$ cat config.mk
export PLATFORM = sky130hd
export DESIGN_NAME = uart_time_cmd_flat
export DESIGN_NICKNAME = d
export VERILOG_FILES = /design/src/rtl/uart_time_cmd_pkg.sv /design/src/rtl/uart_time_cmd_if.sv /design/src/rtl/uart_time_cmd_ascii_digit_decode.sv /design/src/rtl/uart_time_cmd.sv /design/src/flat_wrapper.sv
export SDC_FILE = /design/constraint.sdc
export NUM_CORES = 1
export LEC_CHECK = 0
export CAP_MARGIN = 20
export CORE_ASPECT_RATIO = 0.6
export CORE_MARGIN = 2
export CORE_UTILIZATION = 35
export DETAILED_ROUTE_END_ITERATION = 10
export PLACE_DENSITY_LB_ADDON = 0.05
export RECOVER_POWER = 50
export SLEW_MARGIN = 20
export SYNTH_ARGS = -nofsm -noshare
export SYNTH_HDL_FRONTEND = slang
export SYNTH_SLANG_ARGS = --single-unit
export TNS_END_PERCENT = 1
$ cat constraint.sdc
create_clock -name i_clk -period 2.35 [get_ports i_clk]
set_clock_uncertainty 0.2 [all_clocks]
set_input_delay 0.5875 -clock i_clk [delete_from_list [all_inputs] [get_ports i_clk]]
set_output_delay 0.5875 -clock i_clk [all_outputs]
set_load 0.02 [all_outputs]
$ cat src/rtl/uart_time_cmd_pkg.sv
// Shared definitions for the UART time-set command parser: state encoding,
// ASCII constants and BCD range limits.
package uart_time_cmd_pkg;

   typedef enum logic [1:0] {
      ST_IDLE      = 2'd0,
      ST_DIGITS    = 2'd1,
      ST_WAIT_TERM = 2'd2,
      ST_COMMIT    = 2'd3
   } state_t;

   localparam logic [7:0] ASCII_ZERO = 8'h30;
   localparam logic [7:0] ASCII_T    = 8'h54;
   localparam logic [7:0] ASCII_CR   = 8'h0D;

   localparam logic [3:0] HOUR_TENS_MAX           = 4'd2;
   localparam logic [3:0] HOUR_UNITS_MAX_AT_TENS2 = 4'd3;
   localparam logic [3:0] MIN_TENS_MAX            = 4'd5;
   localparam logic [3:0] SEC_TENS_MAX            = 4'd5;

   localparam int unsigned NUM_DIGITS = 6;

   // Digit order: [0]=hour tens, [1]=hour units, [2]=min tens, [3]=min units,
   // [4]=sec tens, [5]=sec units.
   typedef logic [NUM_DIGITS-1:0][3:0] digits_t;

   // True when the buffered digits form a legal 24-hour time.
   function automatic logic time_in_range(input digits_t d);
      logic hour_ok;
      hour_ok = (d[0] < HOUR_TENS_MAX) ||
                ((d[0] == HOUR_TENS_MAX) && (d[1] <= HOUR_UNITS_MAX_AT_TENS2));
      return hour_ok && (d[2] <= MIN_TENS_MAX) && (d[4] <= SEC_TENS_MAX);
   endfunction

endpackage

$ cat src/rtl/uart_time_cmd_if.sv
// Byte-stream input and time/status outputs of the command parser.
interface uart_time_cmd_if;

   logic       i_rx_valid;
   logic [7:0] i_rx_data;
   logic [7:0] o_hour;
   logic [7:0] o_min;
   logic [7:0] o_sec;
   logic       o_load;
   logic       o_error;
   logic       o_busy;

   modport master (
      output i_rx_valid, i_rx_data,
      input  o_hour, o_min, o_sec, o_load, o_error, o_busy
   );

   modport slave (
      input  i_rx_valid, i_rx_data,
      output o_hour, o_min, o_sec, o_load, o_error, o_busy
   );

endinterface

$ cat src/rtl/uart_time_cmd_ascii_digit_decode.sv
// Combinational ASCII decimal digit decoder.
module ascii_digit_decode
   import uart_time_cmd_pkg::*;
(
   input  logic [7:0] data,
   output logic [3:0] value,
   output logic       is_digit
);

   logic [7:0] offset;

   // Bytes below '0' wrap to large values, so one unsigned compare covers both ends.
   always_comb begin
      offset   = data - ASCII_ZERO;
      is_digit = (offset <= 8'd9);
      value    = offset[3:0];
   end

endmodule

$ cat src/rtl/uart_time_cmd.sv
// UART time-set command parser: "<HDR>HHMMSS<TERM>" loads a BCD time.
//
// state        | meaning
// -------------+-----------------------------------------------------
// ST_IDLE      | waiting for header byte, other bytes ignored
// ST_DIGITS    | collecting six ASCII digits into the shadow buffer
// ST_WAIT_TERM | six digits held, expecting terminator
// ST_COMMIT    | one cycle: outputs loaded, o_load high; acts as IDLE
module uart_time_cmd
   import uart_time_cmd_pkg::*;
#(
   parameter int unsigned TIMEOUT_CYCLES = 1_000_000,
   parameter logic [7:0]  HDR_CHAR       = ASCII_T,
   parameter logic [7:0]  TERM_CHAR      = ASCII_CR
)(
   input logic            i_clk,
   input logic            i_rst_n,
   uart_time_cmd_if.slave bus
);

   localparam int unsigned CW = $clog2(TIMEOUT_CYCLES + 1);
   localparam logic [CW-1:0] CNT_LAST = CW'(TIMEOUT_CYCLES - 1);
   localparam logic [CW-1:0] CNT_MAX  = '1;
   localparam logic [CW-1:0] CNT_ONE  = CW'(1);
   localparam logic [2:0]    LAST_IDX = 3'(NUM_DIGITS - 1);

   state_t        state;
   logic [2:0]    idx;
   logic [CW-1:0] cnt;
   digits_t       shadow;
   logic [7:0]    hour;
   logic [7:0]    min;
   logic [7:0]    sec;
   logic          load;
   logic          error;
   logic          busy;

   logic [3:0]    dig_val;
   logic          is_digit;

   ascii_digit_decode u_digit (
      .data     (bus.i_rx_data),
      .value    (dig_val),
      .is_digit (is_digit)
   );

   // Command FSM with inter-byte timeout; all outputs registered.
   always_ff @(posedge i_clk or negedge i_rst_n) begin
      if (!i_rst_n) begin
         state  <= ST_IDLE;
         idx    <= '0;
         cnt    <= '0;
         shadow <= '0;
         hour   <= '0;
         min    <= '0;
         sec    <= '0;
         load   <= 1'b0;
         error  <= 1'b0;
         busy   <= 1'b0;
      end else begin
         load  <= 1'b0;
         error <= 1'b0;
         if ((state == ST_DIGITS || state == ST_WAIT_TERM) && !bus.i_rx_valid) begin
            // A byte in the same cycle takes priority, so timeout only counts idle cycles.
            if (cnt >= CNT_LAST) begin
               error <= 1'b1;
               state <= ST_IDLE;
               busy  <= 1'b0;
               cnt   <= '0;
            end else if (cnt != CNT_MAX) begin
               cnt <= cnt + CNT_ONE;
            end
         end else begin
            unique case (state)
               ST_IDLE, ST_COMMIT: begin
                  state <= ST_IDLE;
                  busy  <= 1'b0;
                  if (bus.i_rx_valid && (bus.i_rx_data == HDR_CHAR)) begin
                     state <= ST_DIGITS;
                     idx   <= '0;
                     cnt   <= '0;
                     busy  <= 1'b1;
                  end
               end
               ST_DIGITS: begin
                  cnt <= '0;
                  if (is_digit) begin
                     shadow[idx] <= dig_val;
                     if (idx == LAST_IDX) begin
                        state <= ST_WAIT_TERM;
                     end else begin
                        idx <= idx + 3'd1;
                     end
                  end else if (bus.i_rx_data == HDR_CHAR) begin
                     idx <= '0;
                  end else begin
                     error <= 1'b1;
                     state <= ST_IDLE;
                     busy  <= 1'b0;
                  end
               end
               ST_WAIT_TERM: begin
                  cnt <= '0;
                  if (bus.i_rx_data == TERM_CHAR) begin
                     busy <= 1'b0;
                     if (time_in_range(shadow)) begin
                        state <= ST_COMMIT;
                        load  <= 1'b1;
                        hour  <= {shadow[0], shadow[1]};
                        min   <= {shadow[2], shadow[3]};
                        sec   <= {shadow[4], shadow[5]};
                     end else begin
                        state <= ST_IDLE;
                        error <= 1'b1;
                     end
                  end else if (bus.i_rx_data == HDR_CHAR) begin
                     state <= ST_DIGITS;
                     idx   <= '0;
                  end else begin
                     state <= ST_IDLE;
                     error <= 1'b1;
                     busy  <= 1'b0;
                  end
               end
               default: begin
                  state <= ST_IDLE;
                  busy  <= 1'b0;
               end
            endcase
         end
      end
   end

   assign bus.o_hour  = hour;
   assign bus.o_min   = min;
   assign bus.o_sec   = sec;
   assign bus.o_load  = load;
   assign bus.o_error = error;
   assign bus.o_busy  = busy;

endmodule

$ cat src/flat_wrapper.sv
// flat-port wrapper written by rule: the top's interface ports become plain ports
module uart_time_cmd_flat import uart_time_cmd_pkg::*;
#(
   parameter int unsigned TIMEOUT_CYCLES = 1_000_000,
   parameter logic [7:0]  HDR_CHAR       = ASCII_T,
   parameter logic [7:0]  TERM_CHAR      = ASCII_CR
)
  (i_clk, i_rst_n, bus_i_rx_valid, bus_i_rx_data, bus_o_hour, bus_o_min, bus_o_sec, bus_o_load, bus_o_error, bus_o_busy);
  uart_time_cmd_if bus_i ();
  input logic i_clk;
  input logic i_rst_n;
  input wire logic [$bits(bus_i.i_rx_valid)-1:0] bus_i_rx_valid;
  input wire logic [$bits(bus_i.i_rx_data)-1:0] bus_i_rx_data;
  output wire logic [$bits(bus_i.o_hour)-1:0] bus_o_hour;
  output wire logic [$bits(bus_i.o_min)-1:0] bus_o_min;
  output wire logic [$bits(bus_i.o_sec)-1:0] bus_o_sec;
  output wire logic [$bits(bus_i.o_load)-1:0] bus_o_load;
  output wire logic [$bits(bus_i.o_error)-1:0] bus_o_error;
  output wire logic [$bits(bus_i.o_busy)-1:0] bus_o_busy;
  assign bus_i.i_rx_valid = bus_i_rx_valid;
  assign bus_i.i_rx_data = bus_i_rx_data;
  assign bus_o_hour = bus_i.o_hour;
  assign bus_o_min = bus_i.o_min;
  assign bus_o_sec = bus_i.o_sec;
  assign bus_o_load = bus_i.o_load;
  assign bus_o_error = bus_i.o_error;
  assign bus_o_busy = bus_i.o_busy;
  uart_time_cmd #(.TIMEOUT_CYCLES(TIMEOUT_CYCLES), .HDR_CHAR(HDR_CHAR), .TERM_CHAR(TERM_CHAR)) u_core (.i_clk(i_clk), .i_rst_n(i_rst_n), .bus(bus_i));
endmodule
[Yosys cells after proc, flatten, opt, wreduce, memory -nomap -nowiden]
Cells that the tools add are included.
Word-level totals
  flip-flop bits (word level): 76
  input port bits: 11
  output and inout port bits: 27
  logic and storage cells: 104
Cells by class
  $add $sub $neg: 3
  magnitude comparators: 8
  equality and inequality tests: 17
  multiplexer cells: 42
  bitwise logic cells: 1
  reduce and logical (&&, ||, !) cells: 18
Operators with widths (number)
  $mux W20: 4
  $pmux W20 S2: 1
  $bwmux W24: 1
  $add A20 B1 Y20 const B: 1
  $ge A20 B20 Y1 const B: 1
  $ne A20 B20 Y1 const B: 1
  $mux W1: 18
  $mux W3: 5
  $mux W2: 7
  $demux W4 S3: 1
  $ne A3 B3 Y1 const B: 3
  $pmux W3 S3: 1
  $eq A8 B4 Y1 const B: 1
  $eq A8 B7 Y1 const B: 1
  $le A4 B3 Y1 const B: 2
  $le A8 B4 Y1 const B: 1
  $reduce_and A4 Y1: 2
  $sub A8 B6 Y8 const B: 1
  $logic_and A1 B1 Y1: 6
  $pmux W2 S3: 1
  $reduce_and A3 Y1: 2
  $eq A2 B2 Y1 const B: 2
  $eq A4 B2 Y1 const B: 1
  $le A4 B2 Y1 const B: 1
  20 further kinds: 24

[Logic depth before layout (Yosys ltp)]
  word-level depth: 9
  depth in mapped cells: 8
  gate-level depth less buffers: 7

[By module]
From an unflattened synthesis, not the netlist that was laid out.
Unflattened totals
  cells, all modules: 313
  area total of the unflattened synthesis: 3629.7 µm²
By module, submodules not included
  uart_time_cmd: times used 1, cells an instance 306, area each 3582.2 µm², sequential area each 1901.8 µm²
  ascii_digit_decode: times used 1, cells an instance 7, area each 47.5 µm², sequential area each 0.0 µm²

[Least setup slack after synthesis]
Ideal clock, no wire load.
  path kind: input-to-reg
  start point: in bus_i_rx_data[5]
  end point: reg u_core.min[2] (netlist: u_core.bus.o_min[2])
  library setup time: 0.125 ns
  data arrival time: 2.473 ns
  required time: 2.025 ns
  slack: -0.447 ns
  stages: 8
  path buffers: 3
  path through: or4b_1 buf_2 nor4_1 nand3_1 nor2b_1 buf_2 buf_4 mux2_2
On the way
  cells in the longest elaborated chain, start to end: 2
RTL lines
  from (decl): line flat_wrapper.sv:13  | input wire logic [$bits(bus_i.i_rx_data)-1:0] bus_i_rx_data;
  $eq A8 B4 Y1: line uart_time_cmd.sv:104  | if (bus.i_rx_data == TERM_CHAR) begin
  $reduce_and A4 Y1 (no line)
  to (signal assigned): line uart_time_cmd.sv:110  | min <= {shadow[2], shadow[3]};
  to (decl): line uart_time_cmd.sv:32  | logic [7:0] min;
Every way passes these cells.
A chain may end at the register's enable or synchronous reset.

[Worst setup path in the final report]
  start point: in bus_i_rx_data[3]
  end point: reg u_core.min[0] (netlist: u_core.bus.o_min[0])
The elaborated chain is that of the path after synthesis.

==> results by group <==
Yosys
  – Yosys warns: 0
  – Cell variety after synth: 48
  – Post-Syn Area: 3510 µm²
  – Number of synthesized flops with an enable pin: 0
  – Area leader, netlist: dfrtp_1
  – Register area share after synthesis: 54.2%
  – Synth area leaders: dfrtp_1 (54%), mux2_2 (15%), xnor2_1 (3.0%)
  – Synth Register Bits: 76
  – Post-Syn Instances: 299
  – Asr flop ratio synth: 100%
  – Synth Flop Type: dfrtp_1
  – Yosys top cell area share: 54.2%
  – Syn Area/Cell: 11.7 µm²
  – Net Count, Synth: 315

Run status
  – Status: finished with violations
  – Failing checks: setup timing

GRT
  – First-pass GRT wire length: 14,400 µm
  – Vias in the first global route: 2,519
  – Largest net degree at the start of global routing: 30
  – Global Route Usage Sum: 17.8%
  – Grt total ovfl: 0
  – Antenna violations before repair: 0

Timing
  – Final TNS setup: -2.37 ns
  – Max-slew violations: 0
  – Final period util: 105%
  – Clock period minus worst slack: 2.47 ns
  – Setup-failing EPs final: 25
  – F_max: 0.405 GHz
  – Worst-margin pin slew: 0.745 ns
  – Min Hold Slack: 0.294 ns
  – Relative slew slack: 50.3%
  – RSZ-0062 raised after global routing: true
  – Worst Setup Slack, final: -0.119 ns
  – Final hold vios: 0

Layout
  – P&R area growth vs syn: 42.4%
  – Share of post-route cells with drive strength above 1: 38.3%
  – Fillers: 900
  – Register Area: 1900 µm²
  – ANT cells: 0
  – Util after Layout: 51.0%
  – Multi-input logic area: 1800 µm²
  – Non-Filler Cell Area, Final: 5000 µm²
  – Final instance count without filler cells: 521
  – # nets final: 397

Hold path
  – Min-Delay Path Class: register to register
  – Hold depth: 1
  – Hold EP: u_core.bus.o_hour[6]
  – Hold path start: u_core.bus.o_hour[6]

Place
  – Dpl ws: -0.931 ns
  – GPL Wtd Cong: 0.842
  – PortBufs: 37
  – Placed insts: 497
  – HPWL Detailed: 6110 µm
  – Post-Place Cell Area: 4410 µm²

Critical path
  – R2R cell count: 7
  – Worst reg2reg setup slack: -0.10 ns
  – Crit path max fanout: 6
  – Kind of critical path: input port to register
  – Slowest library cell on the worst path: or4bb_4
  – Critical Path RT: 2.37 ns
  – Most used cell, CP: buf_12
  – Critical-path cell list: buf_2 -> or4bb_4 -> nor4_4 -> nand3_2 -> nor2b_4 -> buf_12 -> buf_12 -> mux2_4
  – Worst reg2reg endpoint: u_core.bus.o_min[0]
  – Critical path's largest stage delay: 0.56 ns
  – Setup crit start kind: input port
  – Worst R2R Start: u_core.shadow[3]
  – CP endpoint kind: register
  – Worst path arrival time: 2.49 ns

Floorplanning
  – Site Rows: 28
  – Total core area: 9810 µm²
  – Die X-Extent: 133 µm
  – Die Y: 81.6 µm
  – Num ports: 38
  – Die ar.: 10,900 µm²
  – Initial Util: 35.8%

Pwr
  – Sequential Power Share: 48.7%
  – Pwr/cell area: 560 nW/µm²
  – Gate power share: 5.1%
  – Int Power: 2.14 mW
  – VDD IR max: 325 µV
  – Total power draw: 2.80 mW
  – NetSw: 664 µW
  – Clock power frac: 46.2%
  – Leak pwr: 2.31 nW
  – Sw frac: 23.7%

Clock network
  – CTS H-tree lvls: 3
  – CTS clock-pin slew for the worst setup and hold paths: 0.06 ns
  – Clk buf depth: 2
  – CTS tree: done
  – Num Clock Sinks: 76
  – Root buf cell: clkbuf_16
  – Num CTS Buffers: 9
  – Clock latency on the worst-skew pair: 0.33 ns

Route
  – Via count: 2,572
  – Vias per cell: 4.94
  – DR WL/cell: 17.2 µm
  – DRT Wirelength: 8940 µm
  – DRC: 0
  – Routed Antenna Nets: 0
  – DRT iter0 DRCs: 184
  – Drt pass-1 iters: 4

Flow run
  – Max_cap viols: 0
[how the worst max path moves through the flow]
| stage | cells after the start | startpoint | to |
|---|---|---|---|
| 2_1_floorplan | 7 | bus_i_rx_data[4] | u_core.bus.o_min[2] |
| 3_3_place_gp | 7 | bus_i_rx_data[3] | u_core.bus.o_min[0] |
| 3_5_place_dp | 8 | bus_i_rx_data[2] | u_core.bus.o_sec[5] |
| 4_1_cts | 9 | bus_i_rx_data[7] | u_core.bus.o_hour[4] |
| 5_1_grt | 7 | u_core.shadow[3] | u_core.bus.o_hour[4] |
| 6_report | 8 | bus_i_rx_data[3] | u_core.bus.o_min[0] |
[sequential cells by signal, indices dropped and copies added, names as in the netlist, 2 cells and up]
name	cells
u_core.bus.o_hour	8
u_core.bus.o_min	8
u_core.bus.o_sec	8
u_core.cnt	20
u_core.idx	3
u_core.shadow	24
u_core.state	2
[power by group through the flow]
stage	clock (mW)	combinational, mW	sequential [mW]
after floorplan	0	0.0542	1.38
after global placement	0	0.143	1.39
after detailed placement	0	0.144	1.39
after CTS	1.33	0.148	1.36
after global routing	1.38	0.160	1.37
final	1.29	0.142	1.36
[logic make-up (layout without fill, tap and decap cells)]
family / Yosys count / after routing / share of synthesized area [%]
adders and majority gates: 5 / 5 / 1.78
and+or+nand+nor: 105 / 105 / 16.1
AOI/OAI and AO/OA: 29 / 29 / 6.41
muxes: 47 / 47 / 15.0
buffers and inverters: 23 / 110 / 2.99
DFF: 76 / 76 / 54.2
xor gates and xnor gates: 14 / 14 / 3.49
[critical path, delay by kind of cell]
kind,cells,cell delay [ns]
simple gates,4,1.16
buf+inv,3,0.42
mux,1,0.30
[cell usage in the layout (no fill, tap or decap), types with 3 or more instances in the layout]
master and instances:
nand4_1 4, xnor2_1 12, dfrtp_1 76, buf_12 3, clkdlybuf4s50_1 27, nor2_1 24
clkinvlp_4 3, nor3_1 3, nand3_1 10, nor2b_1 4, a22o_1 6, o31ai_1 3
nor3_4 3, buf_6 6, buf_2 4, nor4_1 3, mux2_4 20, clkbuf_2 4
o21ai_0 3, a21o_1 3, inv_1 11, buf_4 31, ha_1 5, or2_2 4
mux2_2 26, nor4_4 6, nand2_1 14, clkbuf_16 10
[synth_stat cells (all sizes together) (6+ instances only)]
library cell  number
buf                7
dfrtp             76
nand3             12
a22o               6
nor2              27
mux2              46
nand2             14
nor2b              6
nor3               7
xnor2             12
nor4              10
inv               11
[cell type report]
class                   count  area share, %
clock buffers              11           4.86
clock inverters             5          0.726
inverters                  11          0.826
multi-input cells         200           36.0
flip-flops and latches     76           38.0
well taps                 135           3.38
repair buffers             83           16.1
[layer usage]
metal  track usage, %  part of all wire [%]
met1             29.5                    58
met2             21.5                    36
met3             5.12                   5.4
met4             4.47                  0.88
met5                0                     0
[what timing repair did]
action / CTS / global route
gates resized for setup: 55 / 21
gates cloned: 2 / 1
endpoints found under the hold margin: 26 / 0
setup buffers: 2 / 2
hold buffers: 1 / 0
setup endpoints to repair: 76 / 71
pin swaps: 20 / 7
Power figures use the tool's default switching activity.
